--- config.mk ---
export PLATFORM = sky130hd
export DESIGN_NAME = csa_seq_mul_flat
export DESIGN_NICKNAME = d
export VERILOG_FILES = /design/src/rtl/fpu_mul_pkg.sv /design/src/rtl/csa_seq_mul_if.sv /design/src/rtl/three2add.sv /design/src/rtl/csa_seq_mul.sv /design/src/flat_wrapper.sv
export SDC_FILE = /design/constraint.sdc
export NUM_CORES = 1
export LEC_CHECK = 0
export ABC_AREA = 1
export CAP_MARGIN = 10
export CORE_ASPECT_RATIO = 0.75
export CORE_MARGIN = 1
export CORE_UTILIZATION = 45
export CTS_BUF_LIST = sky130_fd_sc_hd__clkbuf_16
export CTS_CLUSTER_DIAMETER = 40
export CTS_CLUSTER_SIZE = 40
export DETAILED_ROUTE_END_ITERATION = 10
export PLACE_DENSITY_LB_ADDON = 0.3
export RECOVER_POWER = 50
export SKIP_CTS_REPAIR_TIMING = 1
export SYNTH_ARGS = -nofsm -noshare
export SYNTH_HDL_FRONTEND = slang
export SYNTH_SLANG_ARGS = --single-unit
--- constraint.sdc ---
create_clock -name clk -period 7.3 [get_ports clk]
set_input_delay 1.825 -clock clk [delete_from_list [all_inputs] [get_ports clk]]
set_output_delay 1.825 -clock clk [all_outputs]
set_load 0.1 [all_outputs]
--- src/rtl/fpu_mul_pkg.sv ---
// Shared types and helpers for the iterative significand multiplier.
// Latency: n/a (declarations only).
// Backpressure: n/a.
package fpu_mul_pkg;

   typedef enum logic [1:0] {
      IDLE    = 2'd0,
      ACCUM   = 2'd1,
      RESOLVE = 2'd2,
      DONE    = 2'd3
   } mul_state_t;

   // Width of the partial-product index: ceil(log2(n)), never below one bit.
   function automatic int cnt_width(input int n);
      return (n <= 2) ? 1 : $clog2(n);
   endfunction

endpackage

--- src/rtl/csa_seq_mul_if.sv ---
// Operand/product handshake bundle for csa_seq_mul.
// Latency: n/a (wires only).
// Backpressure: valid/ready on both the operand and the product side.
interface csa_seq_mul_if #(
   parameter int N = 53
);
   logic             in_valid;
   logic             in_ready;
   logic [N-1:0]     a;
   logic [N-1:0]     b;
   logic             out_valid;
   logic             out_ready;
   logic [2*N-1:0]   p;
   logic             busy;

   // Producer/consumer side of the multiplier.
   modport master (
      output in_valid, a, b, out_ready,
      input  in_ready, out_valid, p, busy
   );

   // The multiplier itself.
   modport slave (
      input  in_valid, a, b, out_ready,
      output in_ready, out_valid, p, busy
   );
endinterface

--- src/rtl/three2add.sv ---
// 3:2 carry-save adder: reduces three n-bit addends to a sum vector and a carry vector.
// Latency: purely combinational.
// Backpressure: none.
module three2add #(
   parameter int n = 8
) (
   input  logic [n-1:0] x,
   input  logic [n-1:0] y,
   input  logic [n-1:0] z,
   output logic [n:0]   s,
   output logic [n:0]   t
);

   // Bitwise sum has no carry-out; majority carries shift up one place so t[0] is always 0.
   assign s = {1'b0, x ^ y ^ z};
   assign t = {(x & y) | (x & z) | (y & z), 1'b0};

endmodule

--- src/rtl/csa_seq_mul.sv ---
// Iterative unsigned N x N multiplier: one partial product per cycle into a carry-save pair.
// Latency: N+1 cycles from acceptance to out_valid; one operation in flight, II = N+3.
// Backpressure: in_ready only in IDLE; the product is held in DONE until out_ready.
module csa_seq_mul
   import fpu_mul_pkg::*;
#(
   parameter int N = 53
) (
   input  logic         clk,
   input  logic         rst,
   csa_seq_mul_if.slave bus
);

   localparam int W  = 2 * N;
   localparam int CW = cnt_width(N);
   localparam logic [CW-1:0] CNT_LAST = CW'(N - 1);

   mul_state_t     state;
   mul_state_t     state_nxt;

   logic [N-1:0]   a_q;
   logic [N-1:0]   b_q;
   logic [W-1:0]   s_q;
   logic [W-1:0]   c_q;
   logic [W-1:0]   p_q;
   logic [W-1:0]   pp;
   logic [W:0]     csa_s;
   logic [W:0]     csa_t;
   logic [CW-1:0]  cnt;
   logic           last_step;
   logic           unused_csa_msb;

   assign last_step = (cnt == CNT_LAST);

   // Current partial product: multiplicand shifted to the weight of multiplier bit cnt.
   always_comb begin
      pp = '0;
      if (b_q[cnt]) begin
         pp = {{N{1'b0}}, a_q} << cnt;
      end
   end

   three2add #(
      .n (W)
   ) u_csa (
      .x (s_q),
      .y (c_q),
      .z (pp),
      .s (csa_s),
      .t (csa_t)
   );

   // The pair is exact modulo 2^W and the product fits in W bits, so bit W is discarded.
   assign unused_csa_msb = csa_s[W] ^ csa_t[W];

   // State register.
   always_ff @(posedge clk) begin
      if (rst) begin
         state <= IDLE;
      end else begin
         state <= state_nxt;
      end
   end

   // Next state plus handshake outputs decoded from state alone.
   always_comb begin
      state_nxt     = state;
      bus.in_ready  = 1'b0;
      bus.out_valid = 1'b0;
      bus.busy      = 1'b0;
      case (state)
         IDLE: begin
            bus.in_ready = 1'b1;
            if (bus.in_valid) begin
               state_nxt = ACCUM;
            end
         end
         ACCUM: begin
            bus.busy = 1'b1;
            if (last_step) begin
               state_nxt = RESOLVE;
            end
         end
         RESOLVE: begin
            bus.busy  = 1'b1;
            state_nxt = DONE;
         end
         DONE: begin
            bus.out_valid = 1'b1;
            if (bus.out_ready) begin
               state_nxt = IDLE;
            end
         end
         default: begin
            state_nxt = IDLE;
         end
      endcase
   end

   // Operand capture, carry-save accumulation and the final carry-propagate add.
   always_ff @(posedge clk) begin
      if (rst) begin
         a_q <= '0;
         b_q <= '0;
         s_q <= '0;
         c_q <= '0;
         cnt <= '0;
         p_q <= '0;
      end else begin
         case (state)
            IDLE: begin
               if (bus.in_valid) begin
                  a_q <= bus.a;
                  b_q <= bus.b;
                  s_q <= '0;
                  c_q <= '0;
                  cnt <= '0;
               end
            end
            ACCUM: begin
               s_q <= csa_s[W-1:0];
               c_q <= csa_t[W-1:0];
               // Hold at N-1 on exit so the counter never wraps for power-of-two N.
               if (!last_step) begin
                  cnt <= cnt + CW'(1);
               end
            end
            RESOLVE: begin
               p_q <= s_q + c_q;
            end
            default: begin
            end
         endcase
      end
   end

   assign bus.p = p_q;

endmodule

--- src/flat_wrapper.sv ---
// flat-port wrapper written by rule: the top's interface ports become plain ports
module csa_seq_mul_flat import fpu_mul_pkg::*;
#(
   parameter int N = 53
)
  (clk, rst, bus_in_valid, bus_a, bus_b, bus_out_ready, bus_in_ready, bus_out_valid, bus_p, bus_busy);
  csa_seq_mul_if #(.N(N)) bus_i ();
  input  logic clk;
  input  logic rst;
  input wire logic [$bits(bus_i.in_valid)-1:0] bus_in_valid;
  input wire logic [$bits(bus_i.a)-1:0] bus_a;
  input wire logic [$bits(bus_i.b)-1:0] bus_b;
  input wire logic [$bits(bus_i.out_ready)-1:0] bus_out_ready;
  output wire logic [$bits(bus_i.in_ready)-1:0] bus_in_ready;
  output wire logic [$bits(bus_i.out_valid)-1:0] bus_out_valid;
  output wire logic [$bits(bus_i.p)-1:0] bus_p;
  output wire logic [$bits(bus_i.busy)-1:0] bus_busy;
  assign bus_i.in_valid = bus_in_valid;
  assign bus_i.a = bus_a;
  assign bus_i.b = bus_b;
  assign bus_i.out_ready = bus_out_ready;
  assign bus_in_ready = bus_i.in_ready;
  assign bus_out_valid = bus_i.out_valid;
  assign bus_p = bus_i.p;
  assign bus_busy = bus_i.busy;
  csa_seq_mul #(.N(N)) u_core (.clk(clk), .rst(rst), .bus(bus_i));
endmodule
==> impl_results.md, run 1 <==
- Drt via density: 5.218
- Top Ports: 219
- Status: finished, violations left
- Initial Utilization: 45.67%
- Post-synthesis simple-gate area fraction: 35.28%
- Count of buffers from port buffering: 218
- WS Path Type: reg -> reg
- Period utilization: 77.40%
- CP required: 7.82 ns
- Row count: 86
- First DRT Iteration DRCs: 4211
- Flop2flop setup slack: 1.65 ns
- Worst-Skew Late Latency: 0.64 ns
- Antenna Violating Nets Remaining: 0
- Failing checks: capacitance limit, slew limit
- Synth Area in Adders: 10.37%
- Final Max Tran Viols: 578
- Post-synth top area share: 25.63%
- Initial antenna violation count: 2
- Post-synth ARST share: 0%
- Worst Hold Class: reg -> reg
- Compound-gate portion of the synthesized area: 11.62%
- Cell Pwr Density: 296.3 nW/um^2
- Cell count after synthesis: 5788
- Least-Margin Pin Slew: 4.567 ns
- Placed Area: 36300 sq um
- Post-Route WL: 133300 microns
- Final min period: 5.650 ns
- Die Y: 238.9 microns
- Core Area: 73710 sq um
- Non-Filler Instances: 6887
- Synth Warn #: 0
- Total iterations of the first detailed-routing run: 6
- Grt total ovfl: 0
- Worst hold stages: 2
- Pint: 6104 uW
- Avg Synthesized Cell Area: 5.816 sq um
- Clock-pin slew on the worst setup and hold paths: 0.06 ns
- Final hold viol count: 0
- Clock share of power: 31.0%
- Setup tns final: 0 ns
- Post-Syn Nets: 6114
- Crit Path Max Fanout: 93
- EDFF count, synth: 0
- Wire per inst: 19.36 microns
- CTS sink count: 431
- R2r worst-path depth: 6
- Max-cap violations: 6
- Final #Nets: 6191
- DRC: 0
- RSZ-0062 raised after global routing: no
- Setup Viol. Count Final: 0
- Peak supply drop: 225.7 uV
- Vias in the first global route: 32780
- Flop pwr share: 25.6%
- Logic pwr share: 43.4%
- Reg2reg end: u_core.bus.p[44]$_SDFFE_PP0P_
- Gr usage total: 34.70%
- Via count: 35940
- Worst r2r src: u_core.state[0]$_SDFFE_PP0P_
- Main combinational cell family by area after synthesis: simple AND/OR/NAND/NOR gates
- Leak: 0.01807 uW
- Number of library cell types mapped by synthesis: 40
- XOR/XNOR Fraction of Synth Area: 1.249%
- Mapped Area: 33660 sq um
- Root Buffer: clkbuf_16
- Die area: 75920 sq um
- Area contributors post-synth: dfxtp_1 26%, nand2_1 18%, inv_1 13%
- Clock Skews: 0.04407 ns
- Area Growth Syn to Fin: 15.05%
- Most used DFF post-synth: dfxtp_1
- Switching share of power: 46.80%
- Seq/Total Area, Yosys: 25.63%
- Largest net degree at the start of global routing: 199
- Switching Power: 5370 uW
- Design area: 38730 sq um
- Deepest clock path buffer count: 3
- Worst setup SP type: flop
- Total CTS buffers: 66
- First-pass GRT wire length: 199700 microns
- #FFs+latches synth: 431
- Fmax: 177.0 MHz
- Worst rel slew slack: -204.5%
- Mux cell area share after synthesis: 0.2379%
- Die Wd: 317.8 microns
- Min-delay src: u_core.b_q[5]$_SDFFE_PP0P_
- CTS tree: yes
- CP arrival: 6.17 ns
- Biggest area consumer among synthesized cells: dfxtp_1
- Number of H-tree levels: 3
- Gpl congestion: 1.045
- Proportion of layout cells with a drive suffix above 1: 2.687%
- Crit path capture type: flop
- Hold Path End: u_core.b_q[5]$_SDFFE_PP0P_
- Hpwl dp: 105000 microns
- Cell count after placement: 6765
## final cells by class
class	count	area [sq um]
diodes	1	2.502
clock buffers	68	1702
clock inverters	53	765.7
fillers	7685	34980
inverters	1142	4297
multi-input cells	3984	19780
flip-flops and latches	431	8636
well taps	968	1211
repair buffers	240	2336
## layer usage
| layer | global-route usage [%] | vias up | part of all wire [%] |
|---|---|---|---|
| met5 | 0 | - | 0 |
| li1 | - | 17840 | - |
| met2 | 50.38 | 1481 | 40 |
| met1 | 49.33 | 16420 | 46 |
| met4 | 9.812 | 0 | 2.7 |
| met3 | 10.21 | 196 | 11 |
## per-stage QoR
| step | util [%] | total power [uW] | hold WS (ns) | setup slack [ns] |
|---|---|---|---|---|
| 3_5_place_dp | 49.25 | 7827 | 0.4567 | 2.544 |
| 2_1_floorplan | - | 6537 | 0.4298 | 4.171 |
| 3_3_place_gp | 49.25 | 7816 | 0.4435 | 2.574 |
| 6_report | 52.54 | 11470 | 0.4672 | 1.650 |
| 5_1_grt | 52.54 | 11990 | 0.5024 | 1.229 |
| 4_1_cts | 52.60 | 11400 | 0.4659 | 2.707 |
## Yosys cell counts (3+ instances only)
library cell,number
buf_1,28
buf_2,36
nor3_1,33
inv_2,6
a31oi_1,23
nand4_1,27
o21bai_1,12
clkbuf_1,156
o41ai_1,3
or2_2,7
mux2i_1,8
o211ai_1,5
o22ai_1,217
nand2_1,1643
o21ai_0,258
o21ai_1,64
buf_6,4
nor2_1,959
a21oi_1,109
and2_1,11
fa_1,105
a21boi_0,7
o31ai_1,3
ha_1,111
dfxtp_1,431
buf_4,7
nor4_1,4
inv_1,1134
xor2_1,46
nand3_1,313
or2_1,5
## worst max path at each step
stage | startpoint | to | slack [ns]
after detailed placement | bus_in_valid | u_core.s_q[104]$_SDFFE_PP0P_ | 2.54
after global placement | bus_in_valid | u_core.c_q[94]$_SDFFE_PP0P_ | 2.57
after CTS | u_core.cnt[3]$_SDFFE_PP0P_ | u_core.s_q[72]$_SDFFE_PP0P_ | 2.71
after floorplan | bus_in_valid | u_core.c_q[100]$_SDFFE_PP0P_ | 4.17
final | u_core.state[0]$_SDFFE_PP0P_ | u_core.bus.p[44]$_SDFFE_PP0P_ | 1.65
after global routing | u_core.state[0]$_SDFFE_PP0P_ | u_core.bus.p[44]$_SDFFE_PP0P_ | 1.23
## critical path: stages, from the launching register on
cell,delay [ns]
dfxtp_1,0.34
inv_1,0.10
ha_1,2.42
clkbuf_2,1.73
nand3_1,0.57
o211ai_1,0.23
inv_1,0.07
## cells by family after synthesis
| family | after synthesis |
|---|---|
| XOR/XNOR | 48 |
| multiplexers | 8 |
| flip-flops | 431 |
| AO/OA/AOI/OAI | 704 |
| adder cells (fa/ha/maj) | 216 |
| buffers and inverters | 1373 |
| AND/OR/NAND/NOR | 3008 |
## registers in the layout, indices dropped and copies added, names as in the netlist
signal / cells
u_core.state: 2
u_core.bus.p: 106
u_core.b_q: 53
u_core.cnt: 6
u_core.c_q: 105
u_core.s_q: 106
u_core.a_q: 53
## placed cells by master, fill, tap and decap left out, types with 17 or more instances in the layout
cell type / n
dfxtp_1: 425
nor3_1: 33
a31oi_1: 23
xor2_1: 46
nand4_1: 27
nor2_1: 959
ha_1: 111
clkbuf_16: 68
buf_4: 17
o21ai_1: 64
fa_1: 105
o21ai_0: 258
o22ai_1: 217
dlygate4sd3_1: 39
clkdlybuf4s50_1: 178
a21oi_1: 109
inv_1: 1134
nand2_1: 1643
nand3_1: 313
## power groups by stage
| stage | Clock [uW] | Combinational, uW | Sequential [uW] |
|---|---|---|---|
| 6_report | 3560 | 4970 | 2940 |
| 5_1_grt | 3690 | 5320 | 2980 |
| 4_1_cts | 3600 | 4860 | 2940 |
| 3_5_place_dp | 0 | 4840 | 2990 |
| 3_3_place_gp | 0 | 4840 | 2980 |
| 2_1_floorplan | 0 | 2300 | 4240 |
(Power assumes the default switching activity.)
==> run 2, diff against run 1 <==
==> constraint.sdc (replaced) <==
create_clock -name clk -period 4.7 [get_ports clk]
set_input_delay 1.175 -clock clk [delete_from_list [all_inputs] [get_ports clk]]
set_output_delay 1.175 -clock clk [all_outputs]
set_load 0.1 [all_outputs]
==> impl_results.md, run 2 (synthesis results as in run 1) <==
- Final #Nets: 6212
- Total CTS buffers: 67
- Number of H-tree levels: 3
- Grt total ovfl: 0
- Wire per inst: 18.65 microns
- Peak supply drop: 417.0 uV
- Area Growth Syn to Fin: 15.43%
- Clock Skews: 0.03547 ns
- Post-Route WL: 128800 microns
- Proportion of layout cells with a drive suffix above 1: 3.081%
- CP max-delay cell: ha_1
- Switching Power: 8370 uW
- Worst setup SP type: flop
- Top Ports: 219
- Status: finished, violations left
- Gpl congestion: 1.058
- Worst-Skew Late Latency: 0.65 ns
- Worst rel slew slack: -120.2%
- Initial antenna violation count: 5
- Die Wd: 317.8 microns
- Failing checks: capacitance limit, slew limit
- First-pass GRT wire length: 194300 microns
- Leak: 0.01825 uW
- Most common cell after layout, fill and taps aside: nand2_1
- Least-Margin Pin Slew: 3.303 ns
- Clock-pin slew on the worst setup and hold paths: 0.06 ns
- Switching share of power: 47.56%
- Die area: 75920 sq um
- Delay-heaviest family, CP: adder cells
- WS Path Type: reg -> reg
- Min Hold Slack: 0.4745 ns
- Setup tns final: 0 ns
- Largest stage delay, worst path: 2.37 ns
- Via count: 36070
- Antenna fix cells: 0
- Row count: 86
- Buffer and inverter count on the worst path: 2
- Period utilization: 86.04%
- Top cell by count, worst path: inv_1
- Die Y: 238.9 microns
- Total iterations of the first detailed-routing run: 7
- Clock share of power: 30.2%
- Final min period: 4.044 ns
- Fmax: 247.3 MHz
- Non-Filler Instances: 6907
- Crit Path Max Fanout: 77
- Antenna Violating Nets Remaining: 0
- Total Power: 17600 uW
- Hpwl dp: 102000 microns
- Deepest clock path buffer count: 3
- CTS sink count: 431
- Most frequent cells in the layout: 1642 x nand2_1, 1135 x inv_1, 959 x nor2_1
- Core Area: 73710 sq um
- Max-cap violations: 3
- Setup Viol. Count Final: 0
- Cell Pwr Density: 452.9 nW/um^2
- CP required: 5.23 ns
- Worst path cell trace: inv_1, ha_1, nand3_1, o211ai_1, inv_1
- Drt via density: 5.222
- CP arrival: 4.57 ns
- First DRT Iteration DRCs: 4308
- RSZ-0062 raised after global routing: no
- Flop pwr share: 25.9%
- Initial Utilization: 45.67%
- Count of buffers from port buffering: 218
- Crit path capture type: flop
- Root Buffer: clkbuf_16
- Vias in the first global route: 33120
- Largest net degree at the start of global routing: 159
- Pint: 9228 uW
- CTS tree: yes
- Worst Hold Class: reg -> reg
- Cell count after placement: 6785
- Final hold viol count: 0
- Final Max Tran Viols: 293
- Gr usage total: 33.54%
- DRC: 0
- Logic pwr share: 43.9%
-- run 2: changes by cell type in the layout (fill, tap and decap cells not counted), sizes merged --
cell / delta
bufinv: -5
inv: +12
clkinv: +3
dlygate4sd3: +17
diode: -1
clkbuf: -3
clkdlybuf4s50: -17
clkinvlp: -8
buf: +22
-- run 2: per-layer routing --
layer,vias up,GRT usage (%),share of wire (%),routed length (microns)
met4,4,10.06,2.9,3797
met2,1530,49.53,41,52440
met3,228,10.46,12,14940
li1,17880,-,-,-
met5,-,0,0.021,27
met1,16420,46.43,45,57620
-- run 2: stage by stage --
step                      utilization (%)  cell area (sq um)  setup slack, ns
after CTS                           52.75              38880           0.8545
after global placement              49.52              36500            1.103
after global routing                52.72              38860           0.3622
after detailed placement            49.52              36500            1.003
after floorplan                         -              33660            2.080
final                               52.72              38860           0.6562
-- run 2: final timing paths --
path | endpoint | depth (start not counted) | start | slack, ns
max | u_core.bus.p[44]$_SDFFE_PP0P_ | 5 | u_core.state[0]$_SDFFE_PP0P_ | 0.66
min | u_core.b_q[5]$_SDFFE_PP0P_ | 2 | u_core.b_q[5]$_SDFFE_PP0P_ | 0.47
max reg2reg | u_core.bus.p[44]$_SDFFE_PP0P_ | 5 | u_core.state[0]$_SDFFE_PP0P_ | 0.66
min reg2reg | u_core.b_q[5]$_SDFFE_PP0P_ | 2 | u_core.b_q[5]$_SDFFE_PP0P_ | 0.47
-- run 2: area by class of cell --
type | count | area, sq um
clock buffers | 67 | 1677
multi-input cells | 3984 | 19780
inverters | 1142 | 4297
clock inverters | 55 | 699.4
well taps | 968 | 1211
flip-flops and latches | 431 | 8633
repair buffers | 260 | 2557
fillers | 7707 | 34850
-- run 2: power by group through the flow --
| stage | Clock (uW) | Sequential [uW] | Combinational, uW |
|---|---|---|---|
| 2_1_floorplan | 0 | 6590 | 3570 |
| 3_3_place_gp | 0 | 4630 | 7570 |
| 3_5_place_dp | 0 | 4640 | 7610 |
| 4_1_cts | 5360 | 4570 | 7630 |
| 5_1_grt | 5520 | 4620 | 8290 |
| 6_report | 5310 | 4560 | 7730 |
-- run 2: worst reg2reg max path, cell delays in order (launching register included) --
cell      delay (ns)
dfxtp_1         0.35
inv_1           0.10
ha_1            2.37
nand3_1         0.79
o211ai_1        0.26
inv_1           0.07
